$ cat src/rtl/mem_port_arbiter.sv
// mem_port_arbiter
// Shares one single-port memory between the fetch stage (IF) and the
// load/store stage (MEM). At most one access is granted per cycle. Data
// normally wins a conflict, and if_stall tells the pipeline to hold the PC.
// Read data comes back one cycle after the grant, tagged with if_valid or
// dm_valid.
//
// Optional feature: define ARB_STARVE_GUARD_EN to enable the starvation
// guard. After STARVE_LIMIT consecutive refused fetch cycles, fetch wins the
// next conflict. Without the macro there is strict data priority and no
// counter.
//
// Ports
//   clk, rst_n                      clock, async active-low reset
//   if_req/if_addr                  fetch request and PC
//   if_gnt/if_stall                 fetch grant / refusal (combinational)
//   if_valid/if_rdata               fetched word, one cycle after if_gnt
//   dm_req/dm_we/dm_addr/dm_wdata   load/store request
//   dm_gnt                          data grant (combinational)
//   dm_valid/dm_rdata               load data, one cycle after a load grant
//   mem_en/mem_we/mem_addr/mem_wdata  memory macro drive
//   mem_rdata                       memory read data (cycle after read strobe)
module mem_port_arbiter #(
  parameter int ADDR_W       = 16,
  parameter int DATA_W       = 16,
  parameter int STARVE_LIMIT = 3
) (
  input  logic              clk,
  input  logic              rst_n,
  input  logic              if_req,
  input  logic [ADDR_W-1:0] if_addr,
  output logic              if_gnt,
  output logic              if_stall,
  output logic              if_valid,
  output logic [DATA_W-1:0] if_rdata,
  input  logic              dm_req,
  input  logic              dm_we,
  input  logic [ADDR_W-1:0] dm_addr,
  input  logic [DATA_W-1:0] dm_wdata,
  output logic              dm_gnt,
  output logic              dm_valid,
  output logic [DATA_W-1:0] dm_rdata,
  output logic              mem_en,
  output logic              mem_we,
  output logic [ADDR_W-1:0] mem_addr,
  output logic [DATA_W-1:0] mem_wdata,
  input  logic [DATA_W-1:0] mem_rdata
);

  typedef enum logic [1:0] {
    IDLE  = 2'd0,
    RD_IF = 2'd1,
    RD_DM = 2'd2
  } state_t;

  state_t            state_r;
  state_t            state_nxt_s;
  logic              fetch_wins_s;
  logic [DATA_W-1:0] if_hold_r;
  logic [DATA_W-1:0] dm_hold_r;

  // The 4-bit starvation counter cannot represent a limit outside 1..15.
  if (STARVE_LIMIT < 1 || STARVE_LIMIT > 15) begin : g_bad_starve_limit
    $error("mem_port_arbiter: STARVE_LIMIT must be in 1..15");
  end

`ifdef ARB_STARVE_GUARD_EN
  localparam logic [3:0] LIMIT = 4'(STARVE_LIMIT);
  logic [3:0] starve_cnt_r;

  assign fetch_wins_s = (starve_cnt_r == LIMIT);

  // Count consecutive refused fetch cycles, saturating at 15.
  always_ff @(posedge clk or negedge rst_n) begin
    if (!rst_n) begin
      starve_cnt_r <= 4'd0;
    end else if (if_req && !if_gnt) begin
      if (starve_cnt_r != 4'hF) begin
        starve_cnt_r <= starve_cnt_r + 4'd1;
      end
    end else begin
      starve_cnt_r <= 4'd0;
    end
  end
`else
  assign fetch_wins_s = 1'b0;
`endif

  // Grant decision: data first, unless the starvation guard hands fetch the slot.
  always_comb begin
    if_gnt = 1'b0;
    dm_gnt = 1'b0;
    if (!rst_n) begin
      if_gnt = 1'b0;
      dm_gnt = 1'b0;
    end else if (if_req && (!dm_req || fetch_wins_s)) begin
      if_gnt = 1'b1;
    end else if (dm_req) begin
      dm_gnt = 1'b1;
    end else begin
      if_gnt = 1'b0;
      dm_gnt = 1'b0;
    end
  end

  assign if_stall = if_req & ~if_gnt;

  // Route the granted requester onto the memory port; idle drives all zeros.
  always_comb begin
    mem_en    = 1'b0;
    mem_we    = 1'b0;
    mem_addr  = {ADDR_W{1'b0}};
    mem_wdata = {DATA_W{1'b0}};
    if (if_gnt) begin
      mem_en   = 1'b1;
      mem_addr = if_addr;
    end else if (dm_gnt) begin
      mem_en    = 1'b1;
      mem_we    = dm_we;
      mem_addr  = dm_addr;
      mem_wdata = dm_wdata;
    end else begin
      mem_en = 1'b0;
    end
  end

  // Response owner register: remembers whose read is in flight.
  always_ff @(posedge clk or negedge rst_n) begin
    if (!rst_n) begin
      state_r <= IDLE;
    end else begin
      state_r <= state_nxt_s;
    end
  end

  // Next owner depends only on this cycle's grant. Every state uses the same
  // transitions, so back-to-back reads run at full rate.
  always_comb begin
    state_nxt_s = IDLE;
    if (if_gnt) begin
      state_nxt_s = RD_IF;
    end else if (dm_gnt && !dm_we) begin
      state_nxt_s = RD_DM;
    end else begin
      state_nxt_s = IDLE;
    end
  end

  // Response outputs: the owning port sees memory data live, the other port holds.
  always_comb begin
    if_valid = 1'b0;
    dm_valid = 1'b0;
    if_rdata = if_hold_r;
    dm_rdata = dm_hold_r;
    case (state_r)
      RD_IF: begin
        if_valid = 1'b1;
        if_rdata = mem_rdata;
      end
      RD_DM: begin
        dm_valid = 1'b1;
        dm_rdata = mem_rdata;
      end
      default: begin
        if_valid = 1'b0;
        dm_valid = 1'b0;
      end
    endcase
  end

  // Hold registers keep the last delivered word on each port.
  always_ff @(posedge clk or negedge rst_n) begin
    if (!rst_n) begin
      if_hold_r <= {DATA_W{1'b0}};
      dm_hold_r <= {DATA_W{1'b0}};
    end else begin
      if (state_r == RD_IF) begin
        if_hold_r <= mem_rdata;
      end
      if (state_r == RD_DM) begin
        dm_hold_r <= mem_rdata;
      end
    end
  end

endmodule

$ cat config.mk
export PLATFORM = sky130hd
export DESIGN_NAME = mem_port_arbiter
export DESIGN_NICKNAME = d
export VERILOG_FILES = /design/src/rtl/mem_port_arbiter.sv
export SDC_FILE = /design/constraint.sdc
export NUM_CORES = 1
export LEC_CHECK = 0
export BUFFER_PORTS_ARGS = -buffer_cell sky130_fd_sc_hd__buf_4
export CORE_MARGIN = 2
export CORE_UTILIZATION = 38
export CTS_CLUSTER_DIAMETER = 50
export DETAILED_ROUTE_END_ITERATION = 10
export PLACE_DENSITY = 0.79
export SYNTH_ARGS = -nofsm -noshare
export SYNTH_HDL_FRONTEND = slang
export SYNTH_SLANG_ARGS = --single-unit
$ cat constraint.sdc
create_clock -name clk -period 1.4 [get_ports clk]
set_input_delay 0.07 -clock clk [delete_from_list [all_inputs] [get_ports clk]]
set_output_delay 0.07 -clock clk [all_outputs]
set_load 0.1 [all_outputs]
== After elaboration in Yosys (flattened, before gate mapping) ==
Index checks and enable logic that the tools add are counted.

* Register bits: 34
* Bits of input ports: 69
* Output and inout port bits: 71
* Word-level logic and storage cells: 30

* Eq/ne operators: 2
* Multiplexer cells: 19
* Bitwise operators: 2
* Reduce and logical (&&, ||, !) cells: 4

{| class="wikitable"
|+ Operators with widths
! cell !! number
|-
| $mux W16 || 6
|-
| $mux W1 || 11
|-
| $mux W2 || 2
|-
| $eq A2 B1 Y1 const B || 1
|-
| $eq A2 B2 Y1 const B || 1
|-
| $logic_and A1 B1 Y1 || 2
|-
| $logic_not A1 Y1 || 2
|-
| $and A1 B1 Y1 || 1
|-
| $not A1 Y1 || 1
|}

== Longest topological paths before layout ==
Gate-level depths: netlist of run 1.

* Word-level depth: 7
* Depth in mapped cells: 5
* Depth with buffers taken out: 2

== Worst setup path after synthesis of run 1 ==
Ideal clock, no wire load.

* Path kind: input port to output port
* Start: input port if_req
* End: output port if_stall
* Arrival time: 1895 ps
* Data required time: 1330 ps
* Setup slack: -565 ps
* Stages on the path: 3
* Path buffers: 2
* Cell sequence: buf_2 buf_1 nor2b_1

* Cells in the longest elaborated chain, start to end: 5

{| class="wikitable"
|+ RTL lines
! item !! RTL line !! source
|-
| start, declared || 30 || <nowiki>input logic if_req,</nowiki>
|-
| $logic_and A1 B1 Y1 || 96 || <nowiki>end else if (if_req && (!dm_req || fetch_wins_s)) begin</nowiki>
|-
| $mux W1 || 96 ||
|-
| $mux W1 || 93 || <nowiki>if (!rst_n) begin</nowiki>
|-
| $not A1 Y1 || 106 || <nowiki>assign if_stall = if_req & ~if_gnt;</nowiki>
|-
| $and A1 B1 Y1 (*) || 106 ||
|-
| end, declared || 33 || <nowiki>output logic if_stall,</nowiki>
|}

Every way passes the cells marked *; elsewhere a longest branch is shown, timed or not.

== Worst setup path after layout of run 1 ==
* Start: register state_r[1]
* End: output port dm_rdata[14]

* Cells in the longest elaborated chain, start to end: 2

{| class="wikitable"
|+ RTL lines
! item !! RTL line !! source
|-
| start, declared || 56 || <nowiki>state_t state_r;</nowiki>
|-
| start signal, assigned || 132 || <nowiki>state_r <= state_nxt_s;</nowiki>
|-
| $eq A2 B2 Y1 || 155 || <nowiki>case (state_r)</nowiki>
|-
| $mux W16 || n/a ||
|-
| end, declared || 42 || <nowiki>output logic [DATA_W-1:0] dm_rdata,</nowiki>
|}

No other way between the ends.

==> results by group, run 1 <==
Run status
  • Outcome: finished, violations left
  • Violated checks: setup timing

Synth
  • Most used DFF post-synth: dfrtp_1
  • Main combinational cell family by area after synthesis: multiplexers
  • Ys async rst share: 100%
  • YS warnings: 0
  • Most numerous cell in the Yosys netlist: dfrtp_1
  • Synth Area in XOR/XNOR: 0%
  • Netlist Area Pre-Place: approximately 0.0017 mm^2
  • Mux share of post-synthesis cell area: a little under a quarter
  • FF+latch count, synth: 34
  • Post-synthesis adder-cell area fraction: 0%
  • Synth area leaders: dfrtp_1, mux2_2, a32o_1
  • Synth cell types: 17
  • Fraction of the mapped netlist area in compound gates: under 10%
  • Syn avg cell area: roughly 14 um^2
  • Share of the synthesized area in the top cell type: approximately 50%
  • Top post-synthesis cells by count: dfrtp_1, mux2_2, and3_1, a32o_1, mux2_4
  • Post-synth EDFFs: 0
  • Post-synthesis sequential area ratio: between 50% and 60%
  • Synthesized Nets: 191
  • Synth Area in Simple Gates: between 9 and 10%
  • Synthesized instance count: 122
  • Synth area leader: dfrtp_1

STA
  • Fin Clk Skew: slightly above 0.004 ns
  • Setup Viol. Count Final: 33
  • Final Critical Period: 1.65 ns
  • Final Slew Violations: 0
  • Tightest Pin Transition: 0.414 ns
  • Final worst slack: -0.249 ns
  • Hold Vio Cnt, Final: 0
  • Setup TNS: -7.12 ns
  • Slew Limit Headroom: 72.4%
  • Hold_ws: approximately 0.064 ns
  • Period Utilization, post-route: 118%
  • Fmax: a little over 600 MHz
  • RSZ-0062 raised after global routing: yes

Global route
  • Grt total ovfl: 0
  • Initial antenna violation count: 0
  • Pin count of the biggest net entering global routing: 35
  • Global-route wire length before repair: 8090 um
  • GRT Overall Usage: about a fifth
  • Number of global-route vias before repair: around 1,700

Placement
  • Worst slack, placed: -0.00539 ns
  • Post-DP HPWL: about 3800 um
  • PortBufs: roughly 140
  • Gpl congestion: approximately 0.73
  • DP Cell Count: ~310
  • Placed cell areas: between 0.002 and 0.003 mm^2

Critical path
  • Critical path capture point type: primary output
  • Crit-path max FO: 5
  • Worst setup SP type: flop
  • Reg2reg end: dm_hold_r[11]
  • FF-to-FF setup slack: roughly 0.03 ns
  • CP arrival: between 1.5 and 2 ns
  • Setup CP Type: flop to primary output
  • Worst r2r src: state_r[1]
  • Worst Reg-to-Reg Cells: 5
  • WP data required: 1.33 ns

Cells and area
  • Final instance area: approximately 0.0034 mm^2
  • Finished Layout Cells: 320
  • Fill count: approximately 270
  • Layout cell share with drive strength beyond 1: 75.4%
  • Area Growth Syn to Fin: 102%
  • # diodes: 0
  • Final Util: between 70 and 80%
  • Nets: ~340

CTS
  • CTS Sinks: 34
  • Clk buf depth: 2
  • Worst-path clk slew: ~0.060 ns
  • Root Driver: clkbuf_8
  • H-tree depth: 2
  • CTS Buf Count: 5
  • Skew-Pair Late Insertion Delay: roughly 0.28 ns
  • TritonCTS clock tree: done

Floorplan
  • Starting Density: 39.1%
  • Die height: 70.7 um
  • I/O pin cnt: 140
  • # rows: 24
  • Die Area: ~0.005 mm^2
  • Core area: ~0.0043 mm^2
  • Die X: 70.7 um

Hold path
  • Hold Startpoint: mem_rdata[0]
  • Worst hold-check path type: primary input to flop
  • WHS Endpoint: if_hold_r[0]
  • Hold depth: 2

Detailed routing
  • DR vias/cell: between 5 and 6
  • Drt total wl: 5510 um
  • Post-DRT Antenna Nets: 0
  • DR WL/cell: between 15 and 20 um
  • DR DRC count: 0
  • Detailed Routing Iterations Pass 1: 4
  • Via Count: 1,622
  • Detailed Route Iter0 Violations: just over 70

Flow run
  • Maxcap violations: 0

Power
  • Tot Pwr: around 5.5 mW
  • VDD IR max: between 600 and 700 uV
  • Leakage: approximately 1.8 nW
  • Pwr/cell area: 1600 mW/mm^2
[logic make-up after synthesis]
group | after synthesis
DFF | 34
muxes | 32
and+or+nand+nor | 24
AOI/OAI and AO/OA | 17
buffers and inverters | 15
[power breakdown]
group	internal, mW	switching, mW	total (mW)
clock	0.342	0.315	0.657
combinational	1.25	2.33	3.58
sequential	1.18	0.0642	1.24
[cell usage in the layout (no fill, tap or decap)]
cell / instances
a32o_1: 8
a32o_2: 8
and2_2: 1
and2_4: 1
and3_1: 17
buf_12: 32
buf_4: 112
buf_6: 5
buf_8: 1
clkbuf_1: 2
clkbuf_16: 1
clkbuf_8: 5
clkinvlp_4: 1
dfrtp_1: 34
dlygate4sd3_1: 2
mux2_2: 4
mux2_4: 28
nand2b_4: 1
nor2b_1: 2
nor2b_2: 1
nor2b_4: 1
o21a_1: 1
[worst max-delay path by stage]
stage,startpoint,end,slack [ns],depth (start not counted)
floorplan,state_r[1],if_hold_r[10],-0.08,4
global route,state_r[1],if_rdata[15],-0.30,4
finish,state_r[1],dm_rdata[14],-0.25,5
CTS,state_r[1],if_rdata[5],-0.27,4
global placement,state_r[1],if_rdata[4],0.02,4
detailed placement,state_r[1],if_rdata[4],-0.005,4
[area by class of cell]
cell class	count	area, um^2	area share [%]
Clock buffer	7	76.3	2.24
Inverter	1	7.51	0.220
Multi-Input combinational cell	73	815	23.9
Sequential cell	34	851	24.9
Tap cell	52	65.1	1.91
Timing Repair Buffer	153	1600	46.8
[sequential cells by signal, indices dropped and copies added, names as in the netlist]
register	count
dm_hold_r	16
state_r	2
if_hold_r	16
[worst max-delay path, stage by stage, from the launching register on]
cell and delay, ns:
dfrtp_1 0.41, buf_6 0.13, nand2b_4 0.10, clkbuf_16 0.16, mux2_4 0.32, buf_12 0.17
[repair_timing]
action                     4_1_cts  5_1_grt
hold endpoints to repair        35        0
gates cloned                     0        1
setup endpoints to repair       34       34
hold buffers                     2        0
setup buffers                    2        3
gates resized for setup         83       26
[layer usage]
layer | GRT usage [%] | vias to the layer above | part of all wire (%)
met4 | 8.81 | 0 | 3.2
met5 | 0 | - | 0
met2 | 36.1 | 107 | 50
li1 | - | 742 | -
met3 | 7.26 | 18 | 9.9
met1 | 22.7 | 755 | 37
(Power assumes the default switching activity.)
==> run 2, diff against run 1 <==
ABC_AREA = 1   (was not set)
CORE_UTILIZATION = 39   (was 38)
PLACE_DENSITY = 0.81   (was 0.79)
==> results by group, run 2 <==
Run status
  • Outcome: did not finish (was finished, violations left)
  • Last stage: global routing (5_1_grt)
  • Err: [ERROR DPL-0038] Utilization greater than 100%, impossible to legalize

Floorplan
  • Die height: 70.0 um (was 70.7 um)
  • Starting Density: 41.5% (was 39.1%)
  • Die X: 70.0 um (was 70.7 um)
  • I/O pin cnt: 140 (unchanged)
  • # rows: 23 (was 24)

Synth
  • FF+latch count, synth: 34 (unchanged)
  • Ys async rst share: 100% (unchanged)
  • Syn avg cell area: 7.10 um^2 (was 13.9 um^2)
  • Synth area leader: dfrtp_1 (unchanged)
  • Post-synthesis sequential area ratio: 50.1% (was 50.3%)
  • YS warnings: 0 (unchanged)
  • Top post-synthesis cells by count: nand2_1, dfrtp_1, inv_1, nor2_1, nand4_1 (was dfrtp_1, mux2_2, and3_1, a32o_1, mux2_4)
  • Synth area leaders: dfrtp_1, nand2_1, nand4_1 (was dfrtp_1, mux2_2, a32o_1)
  • Post-synth EDFFs: 0 (unchanged)
  • Share of the synthesized area in the top cell type: 50.1% (was 50.3%)
  • Most used DFF post-synth: dfrtp_1 (unchanged)
  • Synth cell types: 10 (was 17)
  • Netlist Area Pre-Place: 0.00170 mm^2 (was 0.00169 mm^2)
  • Most numerous cell in the Yosys netlist: nand2_1 (was dfrtp_1)
  • Synthesized instance count: 239 (was 122)
  • Synthesized Nets: 308 (was 191)

Placement
  • DP Cell Count: 425 (was 305)
  • Gpl congestion: 0.742 (was 0.733)
  • Placed cell areas: 0.00327 mm^2 (was 0.00280 mm^2)
  • Post-DP HPWL: 4740 um (was 3820 um)
  • PortBufs: 139 (unchanged)

Global route
  • Pin count of the biggest net entering global routing: 28

CTS
  • CTS Buf Count: 5 (unchanged)
  • H-tree depth: 2 (unchanged)
  • CTS Sinks: 34 (unchanged)
  • Root Driver: clkbuf_8 (unchanged)
  • Post-CTS Setup Bufs: 0 (was 2)
  • Clk buf depth: 2 (unchanged)

STA
  • Worst EP post-GRT repair: if_rdata[15]
  • WEP type: output port
==> run 2: cell families after synthesis <==
| kind of cell | after synthesis | share of synthesized area (%) |
|---|---|---|
| and+or+nand+nor | 171 | 40.5 |
| buffers and inverters | 34 | 9.37 |
| DFF | 34 | 50.1 |
==> run 2: through the flow <==
stage | worst slack (ns) | util, % | hold slack, ns
2_1_floorplan | -0.364 | - | -0.226
3_3_place_gp | 0.122 | 80.0 | 0.138
3_5_place_dp | 0.0912 | 80.0 | 0.139
4_1_cts | -0.0658 | 95.5 | 0.0421
==> run 2: repair_timing <==
item,4_1_cts
setup endpoints to repair,32
endpoints found under the hold margin,36
resized for setup,136
hold buffers,4
==> run 3, diff against run 2 <==
CTS_CLUSTER_DIAMETER = not set   (was 50)
PLACE_DENSITY = not set   (was 0.81)
PLACE_DENSITY_LB_ADDON = 0.15   (was not set)
==> results by group, run 3 <==
Synth
  • Synthesized Nets: 308 (unchanged)
  • FF+latch count, synth: 34 (unchanged)
  • Most used DFF post-synth: dfrtp_1 (unchanged)
  • Post-synthesis adder-cell area fraction: 0% (unchanged)
  • Main combinational cell family by area after synthesis: simple AND/OR/NAND/NOR gates (unchanged)
  • Synth cell types: 10 (unchanged)
  • Synth Area in Simple Gates: 40.5% (unchanged)
  • Synth area leaders: dfrtp_1, nand2_1, nand4_1 (unchanged)
  • Synth Area in XOR/XNOR: 0% (unchanged)
  • Most numerous cell in the Yosys netlist: nand2_1 (unchanged)
  • YS warnings: 0 (unchanged)
  • Post-synthesis sequential area ratio: 50.1% (unchanged)
  • Synthesized instance count: 239 (unchanged)
  • Synth area leader: dfrtp_1 (unchanged)
  • Mux share of post-synthesis cell area: 0% (unchanged)
  • Post-synth EDFFs: 0 (unchanged)
  • Netlist Area Pre-Place: 0.00170 mm^2 (unchanged)
  • Top post-synthesis cells by count: nand2_1, dfrtp_1, inv_1, nor2_1, nand4_1 (unchanged)
  • Ys async rst share: 100% (unchanged)
  • Share of the synthesized area in the top cell type: 50.1% (unchanged)
  • Syn avg cell area: 7.10 um^2 (unchanged)
  • Fraction of the mapped netlist area in compound gates: 0% (unchanged)

Run status
  • Outcome: did not finish (unchanged)
  • Err: [ERROR DPL-0033] detailed placement checks failed during check placement. (was [ERROR DPL-0038] Utilization greater than 100%, impossible to legalize)
  • Last stage: clock tree synthesis (4_1_cts) (was global routing (5_1_grt))

Floorplan
  • Die X: 70.0 um (unchanged)
  • # rows: 23 (unchanged)
  • Starting Density: 41.5% (unchanged)
  • Die height: 70.0 um (unchanged)
  • I/O pin cnt: 140 (unchanged)

CTS
  • Cts hold-fix bufs: 3 (was 4)
  • Root Driver: clkbuf_8 (unchanged)
  • Post-CTS Resized: 166 (was 136)
  • Post-CTS Setup Bufs: 1 (was 0)
  • CTS Buf Count: 5 (unchanged)
  • H-tree depth: 2 (unchanged)
  • CTS Sinks: 34 (unchanged)
  • Clk buf depth: 2 (unchanged)

Placement
  • DP Cell Count: 428 (was 425)
  • PortBufs: 139 (unchanged)
  • Gpl congestion: 0.756 (was 0.742)
  • Post-DP HPWL: 4900 um (was 4740 um)
  • Worst slack, placed: 0.0337 ns (was 0.0912 ns)
[run 3: cell counts after synthesis]
No cell type changed its count.
[run 3: logic make-up after synthesis]
| logic type | Yosys count |
|---|---|
| DFF | 34 |
| and+or+nand+nor | 171 |
| buffers and inverters | 34 |
[run 3: metrics by stage]
step | area (um^2) | hold WS [ns]
floorplan | 2140 | -0.226
global placement | 3270 | 0.0467
detailed placement | 3270 | 0.0505
